--- src/rtl/uart_pkg.sv ---
// Shared definitions for the buffered UART transmitter: FSM states, parity modes
// and the elaboration-time baud divisor.
package uart_pkg;

  typedef enum logic [2:0] {
    ST_IDLE,
    ST_START,
    ST_DATA,
    ST_PAR,
    ST_STOP
  } state_t;

  localparam int PARITY_NONE = 0;
  localparam int PARITY_ODD  = 1;
  localparam int PARITY_EVEN = 2;

  // Rounded to nearest so the bit period error stays below half a clock.
  function automatic int calc_div(input longint clk_freq, input longint baud);
    return int'((clk_freq + baud / 2) / baud);
  endfunction

endpackage

--- src/rtl/sync_fifo.sv ---
// Synchronous FIFO with registered read data: pop_data is valid the cycle after pop.
// Pushes while full and pops while empty are ignored.
module sync_fifo #(
  parameter int WIDTH = 8,
  parameter int DEPTH = 16
) (
  input  logic                     clk,
  input  logic                     rst_n,
  input  logic                     push,
  input  logic [WIDTH-1:0]         push_data,
  input  logic                     pop,
  output logic [WIDTH-1:0]         pop_data,
  output logic                     full,
  output logic                     empty,
  output logic [$clog2(DEPTH):0]   count
);
  localparam int AW = $clog2(DEPTH);
  localparam logic [AW:0] FULL_CNT = (AW + 1)'(DEPTH);

  if (DEPTH < 2 || (DEPTH & (DEPTH - 1)) != 0) begin : g_chk_depth
    $error("sync_fifo: DEPTH must be a power of two and at least 2");
  end

  logic [WIDTH-1:0] r_mem [DEPTH];
  logic [AW-1:0]    r_wptr;
  logic [AW-1:0]    r_rptr;
  logic [AW:0]      r_count;
  logic [WIDTH-1:0] r_rdata;
  logic             w_push;
  logic             w_pop;

  assign full     = (r_count == FULL_CNT);
  assign empty    = (r_count == '0);
  assign count    = r_count;
  assign pop_data = r_rdata;
  assign w_push   = push & ~full;
  assign w_pop    = pop & ~empty;

  always_ff @(posedge clk) begin
    if (w_push) r_mem[r_wptr] <= push_data;
  end

  always_ff @(posedge clk or negedge rst_n) begin
    if (!rst_n) begin
      r_wptr  <= '0;
      r_rptr  <= '0;
      r_count <= '0;
      r_rdata <= '0;
    end else begin
      if (w_push) r_wptr <= r_wptr + 1'b1;
      if (w_pop) begin
        r_rptr  <= r_rptr + 1'b1;
        r_rdata <= r_mem[r_rptr];
      end
      case ({w_push, w_pop})
        2'b10:   r_count <= r_count + 1'b1;
        2'b01:   r_count <= r_count - 1'b1;
        default: ;
      endcase
    end
  end

endmodule

--- src/rtl/uart_tx_fifo.sv ---
// Buffered UART transmitter: FIFO-fed serialiser with configurable frame format.
// state | meaning
// IDLE  | line high, waiting for queued data
// START | start bit low; first cycle latches the popped word into the shift register
// DATA  | payload bits, LSB first
// PAR   | optional parity bit
// STOP  | stop bit(s) high; pops the next word so frames follow without a gap
module uart_tx_fifo
  import uart_pkg::*;
#(
  parameter int CLK_FREQ   = 50_000_000,
  parameter int BAUD       = 115200,
  parameter int DATA_BITS  = 8,
  parameter int PARITY     = 0,
  parameter int STOP_BITS  = 1,
  parameter int FIFO_DEPTH = 16
) (
  input  logic                          clk,
  input  logic                          rst_n,
  input  logic [DATA_BITS-1:0]          tx_data,
  input  logic                          tx_valid,
  output logic                          tx_ready,
  output logic                          uart_txd,
  output logic                          busy,
  output logic [$clog2(FIFO_DEPTH):0]   fifo_count,
  output logic                          overflow,
  input  logic                          clr_ovf
);
  localparam int DIV = calc_div(CLK_FREQ, BAUD);
  localparam int CW  = $clog2(DIV);

  if (DIV < 2) begin : g_chk_div
    $error("uart_tx_fifo: baud divisor below 2");
  end
  if (DATA_BITS < 5 || DATA_BITS > 9) begin : g_chk_bits
    $error("uart_tx_fifo: DATA_BITS must be 5..9");
  end
  if (STOP_BITS < 1 || STOP_BITS > 2) begin : g_chk_stop
    $error("uart_tx_fifo: STOP_BITS must be 1 or 2");
  end

  state_t               r_state;
  logic [CW-1:0]        r_baud;
  logic [3:0]           r_bit;
  logic [DATA_BITS-1:0] r_shift;
  logic                 r_par;
  logic                 r_load;
  logic                 r_txd;
  logic                 r_ovf;
  logic                 w_full;
  logic                 w_empty;
  logic                 w_pop;
  logic                 w_baud_end;
  logic                 w_last_stop;
  logic [DATA_BITS-1:0] w_head;

  assign w_baud_end  = (r_baud == CW'(DIV - 1));
  assign w_last_stop = (r_state == ST_STOP) && w_baud_end && (r_bit == 4'(STOP_BITS - 1));
  assign w_pop       = ~w_empty && ((r_state == ST_IDLE) || w_last_stop);

  sync_fifo #(
    .WIDTH (DATA_BITS),
    .DEPTH (FIFO_DEPTH)
  ) u_fifo (
    .clk       (clk),
    .rst_n     (rst_n),
    .push      (tx_valid),
    .push_data (tx_data),
    .pop       (w_pop),
    .pop_data  (w_head),
    .full      (w_full),
    .empty     (w_empty),
    .count     (fifo_count)
  );

  // The line output lags the state by one cycle, so every bit still lasts DIV cycles.
  always_ff @(posedge clk or negedge rst_n) begin
    if (!rst_n) begin
      r_state <= ST_IDLE;
      r_baud  <= '0;
      r_bit   <= '0;
      r_shift <= '0;
      r_par   <= 1'b0;
      r_load  <= 1'b0;
      r_txd   <= 1'b1;
    end else begin
      r_load <= w_pop;
      case (r_state)
        ST_IDLE: begin
          r_txd  <= 1'b1;
          r_baud <= '0;
          r_bit  <= '0;
          if (w_pop) r_state <= ST_START;
        end
        ST_START: begin
          r_txd <= 1'b0;
          if (r_load) begin
            r_shift <= w_head;
            r_par   <= (PARITY == PARITY_ODD) ? ~^w_head : ^w_head;
          end
          if (w_baud_end) begin
            r_baud  <= '0;
            r_state <= ST_DATA;
          end else r_baud <= r_baud + 1'b1;
        end
        ST_DATA: begin
          r_txd <= r_shift[0];
          if (w_baud_end) begin
            r_baud  <= '0;
            r_shift <= r_shift >> 1;
            if (r_bit == 4'(DATA_BITS - 1)) begin
              r_bit   <= '0;
              r_state <= (PARITY != PARITY_NONE) ? ST_PAR : ST_STOP;
            end else r_bit <= r_bit + 1'b1;
          end else r_baud <= r_baud + 1'b1;
        end
        ST_PAR: begin
          r_txd <= r_par;
          if (w_baud_end) begin
            r_baud  <= '0;
            r_state <= ST_STOP;
          end else r_baud <= r_baud + 1'b1;
        end
        ST_STOP: begin
          r_txd <= 1'b1;
          if (w_baud_end) begin
            r_baud <= '0;
            if (r_bit == 4'(STOP_BITS - 1)) begin
              r_bit   <= '0;
              r_state <= w_pop ? ST_START : ST_IDLE;
            end else r_bit <= r_bit + 1'b1;
          end else r_baud <= r_baud + 1'b1;
        end
        default: r_state <= ST_IDLE;
      endcase
    end
  end

  always_ff @(posedge clk or negedge rst_n) begin
    if (!rst_n) r_ovf <= 1'b0;
    else if (tx_valid && w_full) r_ovf <= 1'b1;
    else if (clr_ovf) r_ovf <= 1'b0;
  end

  assign uart_txd = r_txd;
  assign tx_ready = ~w_full;
  assign overflow = r_ovf;
  assign busy     = (r_state != ST_IDLE) || (fifo_count != '0);

endmodule

--- config.mk ---
export PLATFORM = sky130hd
export DESIGN_NAME = uart_tx_fifo
export DESIGN_NICKNAME = d
export VERILOG_FILES = /design/src/rtl/uart_pkg.sv /design/src/rtl/sync_fifo.sv /design/src/rtl/uart_tx_fifo.sv
export SDC_FILE = /design/constraint.sdc
export NUM_CORES = 1
export LEC_CHECK = 0
export CAP_MARGIN = 20
export CORE_MARGIN = 1.5
export CORE_UTILIZATION = 55
export CTS_CLUSTER_SIZE = 30
export DETAILED_ROUTE_END_ITERATION = 6
export HOLD_SLACK_MARGIN = 0.05
export PLACE_DENSITY = 0.75
export SLEW_MARGIN = 10
export SYNTH_ARGS = -nofsm -noshare
export SYNTH_HDL_FRONTEND = slang
export SYNTH_SLANG_ARGS = --single-unit
export TNS_END_PERCENT = 30
--- constraint.sdc ---
create_clock -name clk -period 2.7 [get_ports clk]
set_input_delay 0.54 -clock clk [delete_from_list [all_inputs] [get_ports clk]]
set_output_delay 0.54 -clock clk [all_outputs]
set_load 0.1 [all_outputs]
Word-level counts from Yosys, hierarchy flattened
Memory sizes are Yosys's and may differ from the RTL's. A register that Yosys moved wholly into a read port is not among the register bits.
Cells that the tools add are included.
{"block": "totals", "n_memories": 1, "ram_bits": 128, "regBits": 41, "out_inout_bits": 9, "wordCells": 89, "in_bits": 12}
{"block": "classes", "bitwise": 4, "add_sub_neg": 6, "eq_ne": 17, "n_reduce_logical": 25, "n_mux": 25}
{"memory": "u_fifo.r_mem", "depth": 16, "word_bits": 8, "rd": 1, "rd_ports_with_merged_regs": 1, "write_ports": 1, "line_no": "sync_fifo.sv:24", "source": "logic [WIDTH-1:0] r_mem [DEPTH];"}
{"cell": "$mux W3", "count": 7}
{"cell": "$pmux W9 S2", "count": 1}
{"cell": "$mux W4", "count": 4}
{"cell": "$mux W8", "count": 2}
{"cell": "$pmux W8 S2", "count": 1}
{"cell": "$pmux W3 S5", "count": 1}
{"cell": "$add A4 B1 Y4 const B", "count": 3}
{"cell": "$ne A2 B2 Y1 const B", "count": 6}
{"cell": "$pmux W4 S3", "count": 1}
{"cell": "$pmux W5 S2", "count": 1}
{"cell": "$add A9 B1 Y9 const B", "count": 1}
{"cell": "$eq A9 B9 Y1 const B", "count": 1}
{"cell": "$mux W9", "count": 1}
{"cell": "$reduce_bool A2 Y1", "count": 4}
{"cell": "$reduce_xor A8 Y1", "count": 1}
{"cell": "$reduce_and A7 Y1", "count": 1}
{"cell": "$eq A3 B2 Y1 const B", "count": 2}
{"cell": "$reduce_and A3 Y1", "count": 2}
{"cell": "$reduce_bool A3 Y1", "count": 2}
{"cell": "$add A5 B1 Y5 const B", "count": 1}
{"cell": "$eq A5 B5 Y1 const B", "count": 1}
{"cell": "$logic_not A5 Y1", "count": 1}
{"cell": "$mux W1", "count": 5}
{"cell": "$reduce_bool A5 Y1", "count": 1}
{"cell": "19 further kinds", "count": 26}

Depth between registers and ports, before layout
Gate-level depths: netlist of run 1.
{"block": "logic_depth", "ltp_word": 9, "mapped_depth": 14, "mapped_depth_nobuf": 13}

Modules after synthesis
A second synthesis of run 1 with hierarchy kept.
{"block": "hier_totals", "hier_cells": 479, "hier_area_um2": 7574.8}
{"mod": "sync_fifo", "seq_area_each_um2": 4369.2, "area_each_um2": 5934.4, "cells_per_inst": 316, "instances": 1}
{"mod": "uart_tx_fifo", "seq_area_each_um2": 701.9, "area_each_um2": 1640.3, "cells_per_inst": 163, "instances": 1}

Worst setup path after synthesis of run 1
OpenSTA, ideal clock, no wires.
{"block": "synth_path", "kind": "reg2reg", "start": "register u_fifo.r_count[2] (netlist: u_fifo.count[2])", "end": "register u_fifo.r_count[4] (netlist: u_fifo.count[4])", "setup_slack_ns": -1.393, "n_path_buf": 1, "stages_incl_launch_ff": 14, "period_less_slack_ns": 4.093, "arrival_ns": 3.930, "setup_time_ns": 0.163, "cell_sequence": "dfrtp_1 -> nor4_1 -> nand2_1 -> and2_1 -> buf_2 -> inv_1 -> ha_1 -> xor2_1 -> ha_1 -> nor2_1 -> o21ai_0 -> a21o_1 -> a221oi_1 -> xor2_1"}
{"block": "synth_between", "elab_cells_between_ends": 13}
{"element": "start, declared", "line_no": "sync_fifo.sv:27", "source": "logic [AW:0] r_count;"}
{"element": "start signal, assigned", "line_no": "sync_fifo.sv:56", "source": "2'b10: r_count <= r_count + 1'b1;"}
{"element": "start signal, assigned", "line_no": "sync_fifo.sv:57", "source": "2'b01: r_count <= r_count - 1'b1;"}
{"element": "$eq A5 B5 Y1 (*)", "line_no": "sync_fifo.sv:32", "source": "assign full = (r_count == FULL_CNT);"}
{"element": "$not A1 Y1 (*)"}
{"element": "via tx_ready", "line_no": "uart_tx_fifo.sv:22", "source": "output logic tx_ready,"}
{"element": "$and A1 B1 Y1 (*)", "line_no": "sync_fifo.sv:36", "source": "assign w_push = push & ~full;"}
{"element": "$eq A2 B1 Y1 or $eq A2 B2 Y1 (tied branches)", "line_no": "sync_fifo.sv:55", "source": "case ({w_push, w_pop})"}
{"element": "$pmux W5 S2 or $reduce_bool A2 Y1 (tied branches)"}
Mark *: on every way through the listed nets, which the timed path passes. The rest lies on a longest branch.
A chain may end at the register's enable or synchronous reset.

Final worst setup path of run 1
{"block": "layout_path", "start": "register r_baud[0]", "end": "register u_fifo.r_count[4] (netlist: u_fifo.count[4])"}
{"block": "layout_between", "elab_chain_cells": 8, "elab_cells_between_ends": 10}
{"element": "start, declared", "line_no": "uart_tx_fifo.sv:43", "source": "logic [CW-1:0] r_baud;"}
{"element": "start signal, assigned", "line_no": "uart_tx_fifo.sv:104", "source": "end else r_baud <= r_baud + 1'b1;"}
{"element": "start signal, assigned", "line_no": "uart_tx_fifo.sv:115", "source": "end else r_baud <= r_baud + 1'b1;"}
{"element": "start signal, assigned", "line_no": "uart_tx_fifo.sv:122", "source": "end else r_baud <= r_baud + 1'b1;"}
{"element": "$eq A9 B9 Y1 (*)", "line_no": "uart_tx_fifo.sv:57", "source": "assign w_baud_end = (r_baud == CW'(DIV - 1));"}
{"element": "$logic_and A1 B1 Y1 (*) (2 in a row)", "line_no": "uart_tx_fifo.sv:58", "source": "assign w_last_stop = (r_state == ST_STOP) && w_baud_end && (r_bit == 4'(STOP_BITS - 1));"}
{"element": "$logic_or A1 B1 Y1 (*)", "line_no": "uart_tx_fifo.sv:59", "source": "assign w_pop = ~w_empty && ((r_state == ST_IDLE) || w_last_stop);"}
{"element": "$logic_and A1 B1 Y1 (*)", "line_no": "uart_tx_fifo.sv:59"}
{"element": "$and A1 B1 Y1 (*)", "line_no": "sync_fifo.sv:37", "source": "assign w_pop = pop & ~empty;"}
{"element": "$eq A2 B1 Y1 or $eq A2 B2 Y1 (tied branches)", "line_no": "sync_fifo.sv:55"}
{"element": "$pmux W5 S2 or $reduce_bool A2 Y1 (tied branches)"}
Mark *: on every way between the ends. The rest lies on a longest branch, timed or not.

==> load_flow_metrics.sql, run 1 <==
INSERT INTO impl_metrics (metric_group, metric, value, unit) VALUES
('detailed_routing', 'post_drt_wl_per_cell', '20.9', 'microns'),
('timing', 'hold_violation_count_in_the_final_report', '0', ''),
('synthesis', 'synth.lib_cells_used.distinct', '60', ''),
('synthesis', 'avgSynthCellArea', '16.1', 'sq um'),
('cells_and_area', 'fin_util', '65.4', '%'),
('timing', 'finalSetupViolCount', '0', ''),
('detailed_routing', 'wl', '14.8', 'mm'),
('floorplanning', 'core-area', '0.0133', 'sq mm'),
('grt', 'grt.overflow.total', '0', ''),
('synthesis', 'syn_area', '0.00756', 'sq mm'),
('setup_path', 'endpoint_kind', 'register', ''),
('pwr', 'p_leak', '3.14', 'nW'),
('floorplanning', 'die-width', '120', 'microns'),
('place', 'hpwlAfterDp', '9.68', 'mm'),
('synthesis', 'cells_after_synth', '469', ''),
('cts', 'cts_htree_levels', '4', ''),
('detailed_routing', 'drt_first_iter_violations', '333', ''),
('synthesis', 'synth_seq_area_share', '67.1', '%'),
('synthesis', 'synth.ff_latch_count', '177', ''),
('detailed_routing', 'detail_route.drc_violations', '0', ''),
('flow_run', 'max_cap_viol_count', '0', ''),
('floorplanning', 'num_io_pins', '21', ''),
('setup_path', 'critical_path_class', 'register to register', ''),
('synthesis', 'synth-async-reset-ratio', '27.7', '%'),
('synthesis', 'post-synth-top-count-cell', 'sky130_fd_sc_hd__edfxtp_1', ''),
('synthesis', 'synth_top_area_share', '50.8', '%'),
('grt', 'first_global_vias', '4303', ''),
('timing', 'setup-tns-final', '0', 'ps'),
('cts', 'cts_hold_repair.buffers', '0', ''),
('setup_path', 'timing.critical_path.fanout_max', '4', ''),
('timing', 'slew_violations', '0', ''),
('cts', 'cts-root-to-sink-buffers', '2', ''),
('place', 'port-buffer-count', '20', ''),
('timing', 'worst_slack', '83.9', 'ps'),
('synthesis', 'synth_flop_cell', 'sky130_fd_sc_hd__edfxtp_1', ''),
('grt', 'grt_start_max_net_pins', '35', ''),
('place', 'place_worst_setup_slack', '43.3', 'ps'),
('floorplanning', 'die_y', '120', 'microns'),
('setup_path', 'critPathRequiredTime', '3050', 'ps'),
('cells_and_area', 'synthToLayoutAreaGrowth', '15.5', '%'),
('cells_and_area', 'post-route-cell-area', '0.00873', 'sq mm'),
('cts', 'tritoncts', 'yes', ''),
('timing', 'grt_setup_unrepaired', 'true', ''),
('timing', 'fin_worst_skew', '7.83', 'ps'),
('pwr', 'power.density', '1020', 'mW/mm^2'),
('grt', 'grt_first_pass_wirelength', '23.5', 'mm'),
('synthesis', 'synth.net_count', '494', ''),
('synthesis', 'number_of_enable_type_register_cells_in_the_synthesized_netlist', '128', ''),
('timing', 'max_slew_margin', '50.6', '%'),
('floorplanning', 'start_util', '56.7', '%'),
('floorplanning', 'rows', '42', ''),
('cells_and_area', 'layout-drive-gt1-share', '28.7', '%'),
('worst_hold_path', 'worstHoldPathType', 'primary input to async pin', ''),
('detailed_routing', 'drt_pre_antenna_iters', '5', ''),
('grt', 'global_route.usage.total', '22.2', '%'),
('cts', 'worstSkewPairLatency', '430', 'ps'),
('cells_and_area', 'finalNetCount', '547', ''),
('timing', 'clock.fmax', '0.382', 'GHz'),
('timing', 'min_cycle_time_layout', '2620', 'ps'),
('floorplanning', 'die-area', '0.0145', 'sq mm'),
('place', 'place_area', '0.00814', 'sq mm'),
('cts', 'path_clk_slew', '60', 'ps'),
('detailed_routing', 'via_count', '4191', ''),
('synthesis', 'ys_top_cells_by_count', 'sky130_fd_sc_hd__edfxtp_1, sky130_fd_sc_hd__dfrtp_1, sky130_fd_sc_hd__nor2_1', ''),
('detailed_routing', 'routed_via_count_divided_by_cell_count', '5.90', ''),
('cells_and_area', 'sequential_cell_area', '0.00508', 'sq mm'),
('run_status', 'outcome', 'finished clean', ''),
('cells_and_area', 'insertedDiodeCount', '0', ''),
('setup_path', 'r2r_slack', '80', 'ps'),
('pwr', 'power.total', '8.94', 'mW'),
('timing', 'final_min_period_over_clock_period', '96.9', '%');
path summary, 6_finish.rpt:
kind	start	endpoint	depth (start not counted)
setup / recovery	r_baud[0]	u_fifo.count[4]	12
hold / removal	rst_n	r_bit[3]	1
setup reg to reg	r_baud[0]	u_fifo.count[4]	12
hold reg to reg	r_shift[5]	r_shift[5]	1
max in group asynchronous	rst_n	uart_txd	2
min in group clk	r_shift[5]	r_shift[5]	1
metrics by stage:
stage / cells / hold WS [ps]
2_1_floorplan: 469 / 244
3_3_place_gp: 672 / 488
3_5_place_dp: 672 / 498
4_1_cts: 703 / 115
5_1_grt: 710 / 146
6_report: 710 / 113
kinds of logic (layout without fill, tap and decap cells):
group	count (synthesis)	after routing	share of synthesized area (%)
adders and majority gates	15	15	2.43
AOI/OAI and AO/OA	61	61	5.91
xor gates and xnor gates	25	25	2.90
and+or+nand+nor	103	103	6.85
DFF	177	177	67.1
buffers and inverters	35	100	2.23
muxes	53	53	12.6
placed cells by master (no fill, tap or decap), types with 3 or more instances in the layout:
cell                              count
sky130_fd_sc_hd__edfxtp_1           128
sky130_fd_sc_hd__buf_4               43
sky130_fd_sc_hd__dfrtp_1             42
sky130_fd_sc_hd__nor2_1              35
sky130_fd_sc_hd__mux4_2              32
sky130_fd_sc_hd__nand2_1             25
sky130_fd_sc_hd__mux2_2              19
sky130_fd_sc_hd__clkbuf_16           17
sky130_fd_sc_hd__a22oi_1             16
sky130_fd_sc_hd__xnor2_1             15
sky130_fd_sc_hd__inv_1               12
sky130_fd_sc_hd__o21ai_0             11
sky130_fd_sc_hd__xor2_1              10
sky130_fd_sc_hd__ha_1                10
sky130_fd_sc_hd__clkdlybuf4s50_1     10
sky130_fd_sc_hd__nor3_1               7
sky130_fd_sc_hd__a31oi_1              7
sky130_fd_sc_hd__nand3_1              5
sky130_fd_sc_hd__nor2b_1              5
sky130_fd_sc_hd__nand2b_1             4
sky130_fd_sc_hd__a21oi_1              4
sky130_fd_sc_hd__dfrtp_2              4
sky130_fd_sc_hd__o211ai_1             3
sky130_fd_sc_hd__inv_6                3
sky130_fd_sc_hd__inv_8                3
sky130_fd_sc_hd__clkinv_4             3
power breakdown:
part	internal, mW	switching (mW)
logic	1.30	1.52
clock network	1.20	1.05
registers	3.42	0.462
total	5.91	3.03
per-layer routing:
layer	up-vias	routed length [microns]	track usage (%)
met4	0	302	8.60
met2	124	7580	36.8
met3	25	572	4.53
met1	2142	6360	29.2
li1	1900	-	-
met5	-	0	0
repair_timing:
| action | 4_1_cts | 5_1_grt |
|---|---|---|
| endpoints found under the setup margin | 0 | 1 |
| setup buffers | 0 | 7 |
| resized for setup | 0 | 2 |
layout make-up:
type	instances	share of cell area (%)
inverters	13	0.587
repair buffers	56	5.36
well taps	176	2.52
clock buffers	19	4.96
flip-flops and latches	177	58.2
clock inverters	12	1.15
multi-input cells	257	27.2
registers in the layout (all words and copies together), names as in the netlist:
| name | cells |
|---|---|
| r_shift | 8 |
| u_fifo.r_wptr | 4 |
| r_bit | 4 |
| u_fifo.pop_data | 8 |
| r_state | 3 |
| r_load | 1 |
| r_par | 1 |
| r_baud | 9 |
| uart_txd | 1 |
| overflow | 1 |
| u_fifo.r_mem | 128 |
| u_fifo.count | 5 |
| u_fifo.r_rptr | 4 |
worst max-delay path: stages (launching register included):
cell and delay, ps:
sky130_fd_sc_hd__dfrtp_1 420, sky130_fd_sc_hd__ha_2 190, sky130_fd_sc_hd__and4b_2 260, sky130_fd_sc_hd__a41oi_4 250
sky130_fd_sc_hd__nor3_4 80, sky130_fd_sc_hd__ha_4 180, sky130_fd_sc_hd__xor2_1 160, sky130_fd_sc_hd__ha_2 220
sky130_fd_sc_hd__nor2_4 90, sky130_fd_sc_hd__o21ai_1 70, sky130_fd_sc_hd__a21o_1 170, sky130_fd_sc_hd__a221oi_2 290
sky130_fd_sc_hd__xor2_1 160
(Power assumes the default switching activity.)
==> inputs of run 2 (changes only) <==
Settings changed: CORE_MARGIN 1.5 to 5, GPL_TIMING_DRIVEN set to 0.
==> load_flow_metrics.sql, run 2 (same netlist as run 1, synthesis figures left out) <==
INSERT INTO impl_metrics (metric_group, metric, value, unit) VALUES
('cts', 'numCtsBuffers', '17', ''),
('setup_path', 'worst-endpoint-arrival', '3110', 'ps'),
('cells_and_area', 'fill_cells', '923', ''),
('timing', 'tightest_slew', '977', 'ps'),
('detailed_routing', 'detail_route.drc_violations', '0', ''),
('setup_path', 'endpoint_kind', 'register', ''),
('pwr', 'p_leak', '3.05', 'nW'),
('pwr', 'power.clock.fraction', '27.4', '%'),
('cts', 'cts-root-to-sink-buffers', '2', ''),
('setup_path', 'crit_path_start_kind', 'register', ''),
('cts', 'cts_sinks', '177', ''),
('place', 'gp_congestion', '0.795', ''),
('cells_and_area', 'layout-drive-gt1-share', '25.1', '%'),
('timing', 'finalSetupViolCount', '1', ''),
('floorplanning', 'die-width', '127', 'microns'),
('cells_and_area', 'layout.cells.most_common_list', 'sky130_fd_sc_hd__edfxtp_1, sky130_fd_sc_hd__dfrtp_1, sky130_fd_sc_hd__nor2_1, sky130_fd_sc_hd__mux4_2, sky130_fd_sc_hd__nand2_1', ''),
('cells_and_area', 'synthToLayoutAreaGrowth', '15.3', '%'),
('floorplanning', 'die-area', '0.0162', 'sq mm'),
('pwr', 'power.density', '1050', 'mW/mm^2'),
('floorplanning', 'rows', '42', ''),
('cells_and_area', 'insertedDiodeCount', '0', ''),
('place', 'hpwlAfterDp', '9.66', 'mm'),
('grt', 'grt_start_max_net_pins', '38', ''),
('grt', 'antenna_found_initial', '0', ''),
('cts', 'path_clk_slew', '70', 'ps'),
('floorplanning', 'core-area', '0.0133', 'sq mm'),
('cells_and_area', 'post_layout_nonfiller_instances', '701', ''),
('timing', 'fin_worst_skew', '9.09', 'ps'),
('pwr', 'pwr-share-comb', '31.4', '%'),
('detailed_routing', 'routed_via_count_divided_by_cell_count', '5.88', ''),
('timing', 'hold_slack', '510', 'ps'),
('cells_and_area', 'largest_regs', 'u_fifo.r_mem: 128 flops, r_baud: 9 flops', ''),
('cells_and_area', 'largest_register_ffs', '128', ''),
('grt', 'first_global_vias', '4365', ''),
('cts', 'tritoncts', 'yes', ''),
('floorplanning', 'start_util', '56.7', '%'),
('timing', 'clock.fmax', '0.362', 'GHz'),
('timing', 'min_cycle_time_layout', '2760', 'ps'),
('place', 'port-buffer-count', '20', ''),
('setup_path', 'timing.critical_path.slowest_cell_delay', '440', 'ps'),
('pwr', 'sequential_power_share', '41.2', '%'),
('setup_path', 'critPathSlowestCell', 'sky130_fd_sc_hd__dfrtp_1', ''),
('floorplanning', 'num_io_pins', '21', ''),
('setup_path', 'timing.critical_path.fanout_max', '6', ''),
('cts', 'worstSkewPairLatency', '420', 'ps'),
('setup_path', 'r2r_slack', '-60', 'ps'),
('setup_path', 'worst_path_most_repeated_cell', 'sky130_fd_sc_hd__xor2_1', ''),
('timing', 'max_slew_margin', '34.6', '%'),
('setup_path', 'timing.critical_path.cells', 'ha_1 -> and4b_2 -> a41oi_4 -> nor3_4 -> buf_6 -> ha_4 -> xor2_1 -> ha_2 -> nor2_2 -> o21ai_1 -> a21o_1 -> a221oi_2 -> xor2_1', ''),
('cts', 'cts_htree_levels', '4', ''),
('run_status', 'violations', 'setup timing', ''),
('detailed_routing', 'post_drt_wl_per_cell', '20.7', 'microns'),
('detailed_routing', 'ant_nets', '0', ''),
('detailed_routing', 'wl', '14.5', 'mm'),
('timing', 'hold_violation_count_in_the_final_report', '0', ''),
('timing', 'setup-tns-final', '-61.8', 'ps'),
('run_status', 'outcome', 'finished with violations', ''),
('cts', 'ctsRootBufferMaster', 'sky130_fd_sc_hd__clkbuf_16', ''),
('grt', 'grt_first_pass_wirelength', '24.0', 'mm'),
('cells_and_area', 'post-route-cell-area', '0.00872', 'sq mm'),
('worst_hold_path', 'worstHoldPathType', 'register to register', ''),
('pwr', 'p_sw_share', '33.5', '%'),
('floorplanning', 'die_y', '127', 'microns'),
('place', 'post-place-cells', '666', ''),
('pwr', 'irDropWorstVdd', '0.666', 'mV'),
('timing', 'grt_setup_unrepaired', 'true', ''),
('place', 'place_area', '0.00809', 'sq mm'),
('cells_and_area', 'finalNetCount', '538', ''),
('grt', 'global_route.usage.total', '19.5', '%'),
('cells_and_area', 'leading_cell_type_in_the_layout_fill_and_taps_excluded', 'sky130_fd_sc_hd__edfxtp_1', ''),
('pwr', 'internal_power', '6.06', 'mW'),
('setup_path', 'critPathRequiredTime', '3040', 'ps'),
('detailed_routing', 'via_count', '4121', ''),
('setup_path', 'critical_path_class', 'register to register', ''),
('timing', 'slew_violations', '0', ''),
('detailed_routing', 'drt_pre_antenna_iters', '5', ''),
('detailed_routing', 'drt_first_iter_violations', '420', ''),
('timing', 'final_min_period_over_clock_period', '102', '%'),
('pwr', 'netSwitchingPower', '3.06', 'mW'),
('timing', 'worst_slack', '-61.8', 'ps'),
('grt', 'grt.overflow.total', '0', ''),
('flow_run', 'max_cap_viol_count', '0', ''),
('cells_and_area', 'registers.top_by_ff_count', 'u_fifo.r_mem', '');
-- run 2: final cells by class --
| type | count | area, sq um | area share, % |
|---|---|---|---|
| clock buffers | 17 | 425 | 4.88 |
| flip-flops and latches | 177 | 5080 | 58.3 |
| multi-input cells | 257 | 2400 | 27.5 |
| plain buffers | 22 | 126 | 1.45 |
| well taps | 176 | 220 | 2.53 |
| inverters | 13 | 51.3 | 0.588 |
| clock inverters | 14 | 173 | 1.98 |
| repair buffers | 25 | 241 | 2.77 |
-- run 2: path summary, 6_finish.rpt --
path | cells past startpoint | start | endpoint
worst max-delay path | 13 | r_baud[0] | u_fifo.count[4]
worst min-delay path | 1 | r_shift[0] | r_shift[0]
worst max register to register | 13 | r_baud[0] | u_fifo.count[4]
worst min register to register | 1 | r_shift[0] | r_shift[0]
max in group asynchronous | 3 | rst_n | u_fifo.count[0]
min in group asynchronous | 2 | rst_n | r_par
-- run 2: per-layer routing --
metal,track usage (%),share of wire (%)
met5,0,0
met4,5.36,1.1
met3,4.26,4.6
met2,32.7,52
met1,26.0,43
-- run 2: repair_timing --
item | 4_1_cts | 5_1_grt
endpoints found under the setup margin | 6 | 3
pin swaps | 2 | 1
cloned | 0 | 0
hold endpoints to repair | 11 | 0
hold buffers | 1 | 0
buffers inserted | 1 | 2
gates resized for setup | 3 | 4
-- run 2: critical path: cells and delay by family, from the launching register on --
family | cells | cell delay (ps)
AOI/OAI and AO/OA | 4 | 740
adders and majority gates | 3 | 590
and+or+nand+nor | 3 | 460
DFF | 1 | 440
xor gates and xnor gates | 2 | 330
buffers and inverters | 1 | 140
-- run 2: metrics by stage --
step                utilization [%]  power, mW  setup slack (ps)
detailed placement             60.6       6.68              -414
global route                   65.3       9.62              -182
floorplan                         -       5.91              -215
CTS                            65.2       9.18              -249
global placement               60.3       6.54              -600
finish                         65.3       9.12             -61.8
-- run 2: power groups by stage --
stage / clock [mW] / sequential [mW] / combinational (mW)
5_1_grt: 2.67 / 3.82 / 3.13
2_1_floorplan: 0 / 4.02 / 1.89
3_3_place_gp: 0 / 3.78 / 2.76
4_1_cts: 2.53 / 3.76 / 2.89
3_5_place_dp: 0 / 3.81 / 2.86
6_report: 2.50 / 3.76 / 2.86
==> inputs of run 3 (changes only) <==
Settings changed: DONT_BUFFER_PORTS set to 1, PLACE_DENSITY 0.75 to 0.73.
==> load_flow_metrics.sql, run 3 (same netlist as run 1, synthesis figures left out) <==
INSERT INTO impl_metrics (metric_group, metric, value, unit) VALUES
('cts', 'tritoncts', 'yes', ''),
('cells_and_area', 'insertedDiodeCount', '0', ''),
('cells_and_area', 'layout-drive-gt1-share', '28.7', '%'),
('pwr', 'power.total', '9.09', 'mW'),
('grt', 'grt_first_pass_wirelength', '22.9', 'mm'),
('cells_and_area', 'largest_regs', 'u_fifo.r_mem: 128 flops, r_baud: 9 flops', ''),
('cells_and_area', 'multi_input_area', '0.00245', 'sq mm'),
('cells_and_area', 'fill_cells', '899', ''),
('cells_and_area', 'post_layout_nonfiller_instances', '689', ''),
('grt', 'antenna_found_initial', '0', ''),
('cells_and_area', 'largest_register_ffs', '128', ''),
('detailed_routing', 'ant_nets', '0', ''),
('timing', 'worst_slack', '-164', 'ps'),
('setup_path', 'critical_path_class', 'register to register', ''),
('detailed_routing', 'post_drt_wl_per_cell', '20.6', 'microns'),
('setup_path', 'endpoint_kind', 'register', ''),
('pwr', 'p_leak', '3.01', 'nW'),
('timing', 'setup-tns-final', '-240', 'ps'),
('timing', 'max_slew_margin', '39.9', '%'),
('floorplanning', 'rows', '42', ''),
('timing', 'finalSetupViolCount', '2', ''),
('timing', 'hold_slack', '199', 'ps'),
('cts', 'cts_htree_levels', '4', ''),
('cts', 'cts-root-to-sink-buffers', '2', ''),
('detailed_routing', 'routed_via_count_divided_by_cell_count', '5.97', ''),
('floorplanning', 'die-area', '0.0162', 'sq mm'),
('setup_path', 'crit_path_start_kind', 'register', ''),
('grt', 'first_global_vias', '4172', ''),
('detailed_routing', 'drt_pre_antenna_iters', '4', ''),
('detailed_routing', 'drt_first_iter_violations', '353', ''),
('place', 'gp_congestion', '0.769', ''),
('detailed_routing', 'detail_route.drc_violations', '0', ''),
('grt', 'global_route.usage.total', '18.7', '%'),
('cts', 'numCtsBuffers', '17', ''),
('timing', 'hold_violation_count_in_the_final_report', '0', ''),
('timing', 'grt_setup_unrepaired', 'true', ''),
('place', 'hpwlAfterDp', '9.29', 'mm'),
('cells_and_area', 'leading_cell_type_in_the_layout_fill_and_taps_excluded', 'sky130_fd_sc_hd__edfxtp_1', ''),
('timing', 'slew_violations', '0', ''),
('timing', 'clock.fmax', '0.349', 'GHz'),
('timing', 'fin_worst_skew', '10.9', 'ps'),
('grt', 'grt.overflow.total', '0', ''),
('place', 'port-buffer-count', '0', ''),
('setup_path', 'timing.critical_path.fanout_max', '6', ''),
('cts', 'path_clk_slew', '70', 'ps'),
('floorplanning', 'start_util', '56.7', '%'),
('grt', 'grt_start_max_net_pins', '50', ''),
('place', 'place_area', '0.00787', 'sq mm'),
('floorplanning', 'die-width', '127', 'microns'),
('cells_and_area', 'sequential_cell_area', '0.00509', 'sq mm'),
('cells_and_area', 'finalNetCount', '525', ''),
('detailed_routing', 'via_count', '4116', ''),
('cts', 'worstSkewPairLatency', '430', 'ps'),
('worst_hold_path', 'worstHoldPathType', 'primary input to register', ''),
('timing', 'final_min_period_over_clock_period', '106', '%'),
('setup_path', 'worst-endpoint-arrival', '3210', 'ps'),
('pwr', 'irDropWorstVdd', '0.933', 'mV'),
('run_status', 'outcome', 'finished with violations', ''),
('place', 'place_worst_setup_slack', '-447', 'ps'),
('floorplanning', 'core-area', '0.0133', 'sq mm'),
('cells_and_area', 'layout.cells.most_common_list', 'sky130_fd_sc_hd__edfxtp_1, sky130_fd_sc_hd__dfrtp_1, sky130_fd_sc_hd__mux4_2, sky130_fd_sc_hd__nor2_1, sky130_fd_sc_hd__nand2_1', ''),
('cts', 'cts_sinks', '177', ''),
('run_status', 'violations', 'setup timing', ''),
('floorplanning', 'num_io_pins', '21', ''),
('cells_and_area', 'post-route-cell-area', '0.00864', 'sq mm'),
('cells_and_area', 'registers.top_by_ff_count', 'u_fifo.r_mem', ''),
('detailed_routing', 'wl', '14.2', 'mm'),
('floorplanning', 'die_y', '127', 'microns'),
('timing', 'min_cycle_time_layout', '2860', 'ps'),
('cts', 'ctsRootBufferMaster', 'sky130_fd_sc_hd__clkbuf_16', ''),
('pwr', 'power.density', '1050', 'mW/mm^2'),
('setup_path', 'critPathRequiredTime', '3050', 'ps'),
('cells_and_area', 'synthToLayoutAreaGrowth', '14.3', '%'),
('flow_run', 'max_cap_viol_count', '0', ''),
('place', 'post-place-cells', '647', ''),
('cells_and_area', 'fin_util', '64.7', '%'),
('timing', 'tightest_slew', '901', 'ps');
[run 3: cell types whose count changed in the layout (fill, tap and decap cells not counted), moves of 2 or more]
cell	change
sky130_fd_sc_hd__dfrtp_2	-2
sky130_fd_sc_hd__inv_6	+2
sky130_fd_sc_hd__dfrtp_4	+3
sky130_fd_sc_hd__nor2_2	+7
sky130_fd_sc_hd__buf_4	+5
sky130_fd_sc_hd__nor3_4	+2
sky130_fd_sc_hd__nor3_2	-3
sky130_fd_sc_hd__nor2_1	-8
sky130_fd_sc_hd__clkdlybuf4s50_1	-17
[run 3: worst paths after layout]
kind	slack, ps	end	cells after the start	startpoint
max reg2reg	-160	u_fifo.count[4]	13	u_fifo.count[0]
max in group asynchronous	1760	uart_txd	2	rst_n
max	-160	u_fifo.count[4]	13	u_fifo.count[0]
min reg2reg	510	r_shift[6]	1	r_shift[6]
min	200	u_fifo.r_mem[6][0]	0	tx_data[0]
min in group asynchronous	670	r_state[1]	2	rst_n
[run 3: what timing repair did]
item / CTS / global route
setup endpoints to repair: 82 / 70
gates resized for setup: 10 / 14
pin swaps: 7 / 5
hold buffers: 2 / 0
buffers inserted: 7 / 2
endpoints found under the hold margin: 49 / 0
[run 3: worst max-delay path, stage by stage (launching register included)]
cell and delay, ps:
sky130_fd_sc_hd__dfrtp_4 650, sky130_fd_sc_hd__nor4_4 340, sky130_fd_sc_hd__buf_4 190, sky130_fd_sc_hd__nand2_8 140, sky130_fd_sc_hd__and2_4 220, sky130_fd_sc_hd__inv_4 60
sky130_fd_sc_hd__ha_4 120, sky130_fd_sc_hd__xor2_1 70, sky130_fd_sc_hd__ha_2 220, sky130_fd_sc_hd__nor2_4 100, sky130_fd_sc_hd__o21ai_2 60, sky130_fd_sc_hd__a21o_1 170
sky130_fd_sc_hd__a221oi_2 280, sky130_fd_sc_hd__xor2_1 170
[run 3: metal layers]
metal / vias up / track usage, % / routed length [microns]
li1: 1876 / - / -
met1: 2121 / 24.5 / 5990
met2: 99 / 31.1 / 7270
met3: 20 / 4.84 / 702
met4: 0 / 5.87 / 208
met5: - / 0 / 0
[run 3: final cells by class]
| class | count | share of cell area (%) |
|---|---|---|
| tap | 176 | 2.55 |
| multi-input combinational | 257 | 28.4 |
| inverter | 13 | 0.594 |
| clock inverter | 15 | 1.91 |
| timing repair buffer | 13 | 1.38 |
| sequential | 177 | 58.9 |
| buffer | 21 | 1.33 |
| clock buffer | 17 | 4.92 |
[run 3: power by group]
group / internal (mW) / leakage, nW / switching [mW] / total (mW)
combinational: 1.22 / 0.971 / 1.33 / 2.56
clock: 1.31 / 0.288 / 1.11 / 2.43
sequential: 3.43 / 1.75 / 0.676 / 4.10
total: 5.96 / 3.01 / 3.12 / 9.09
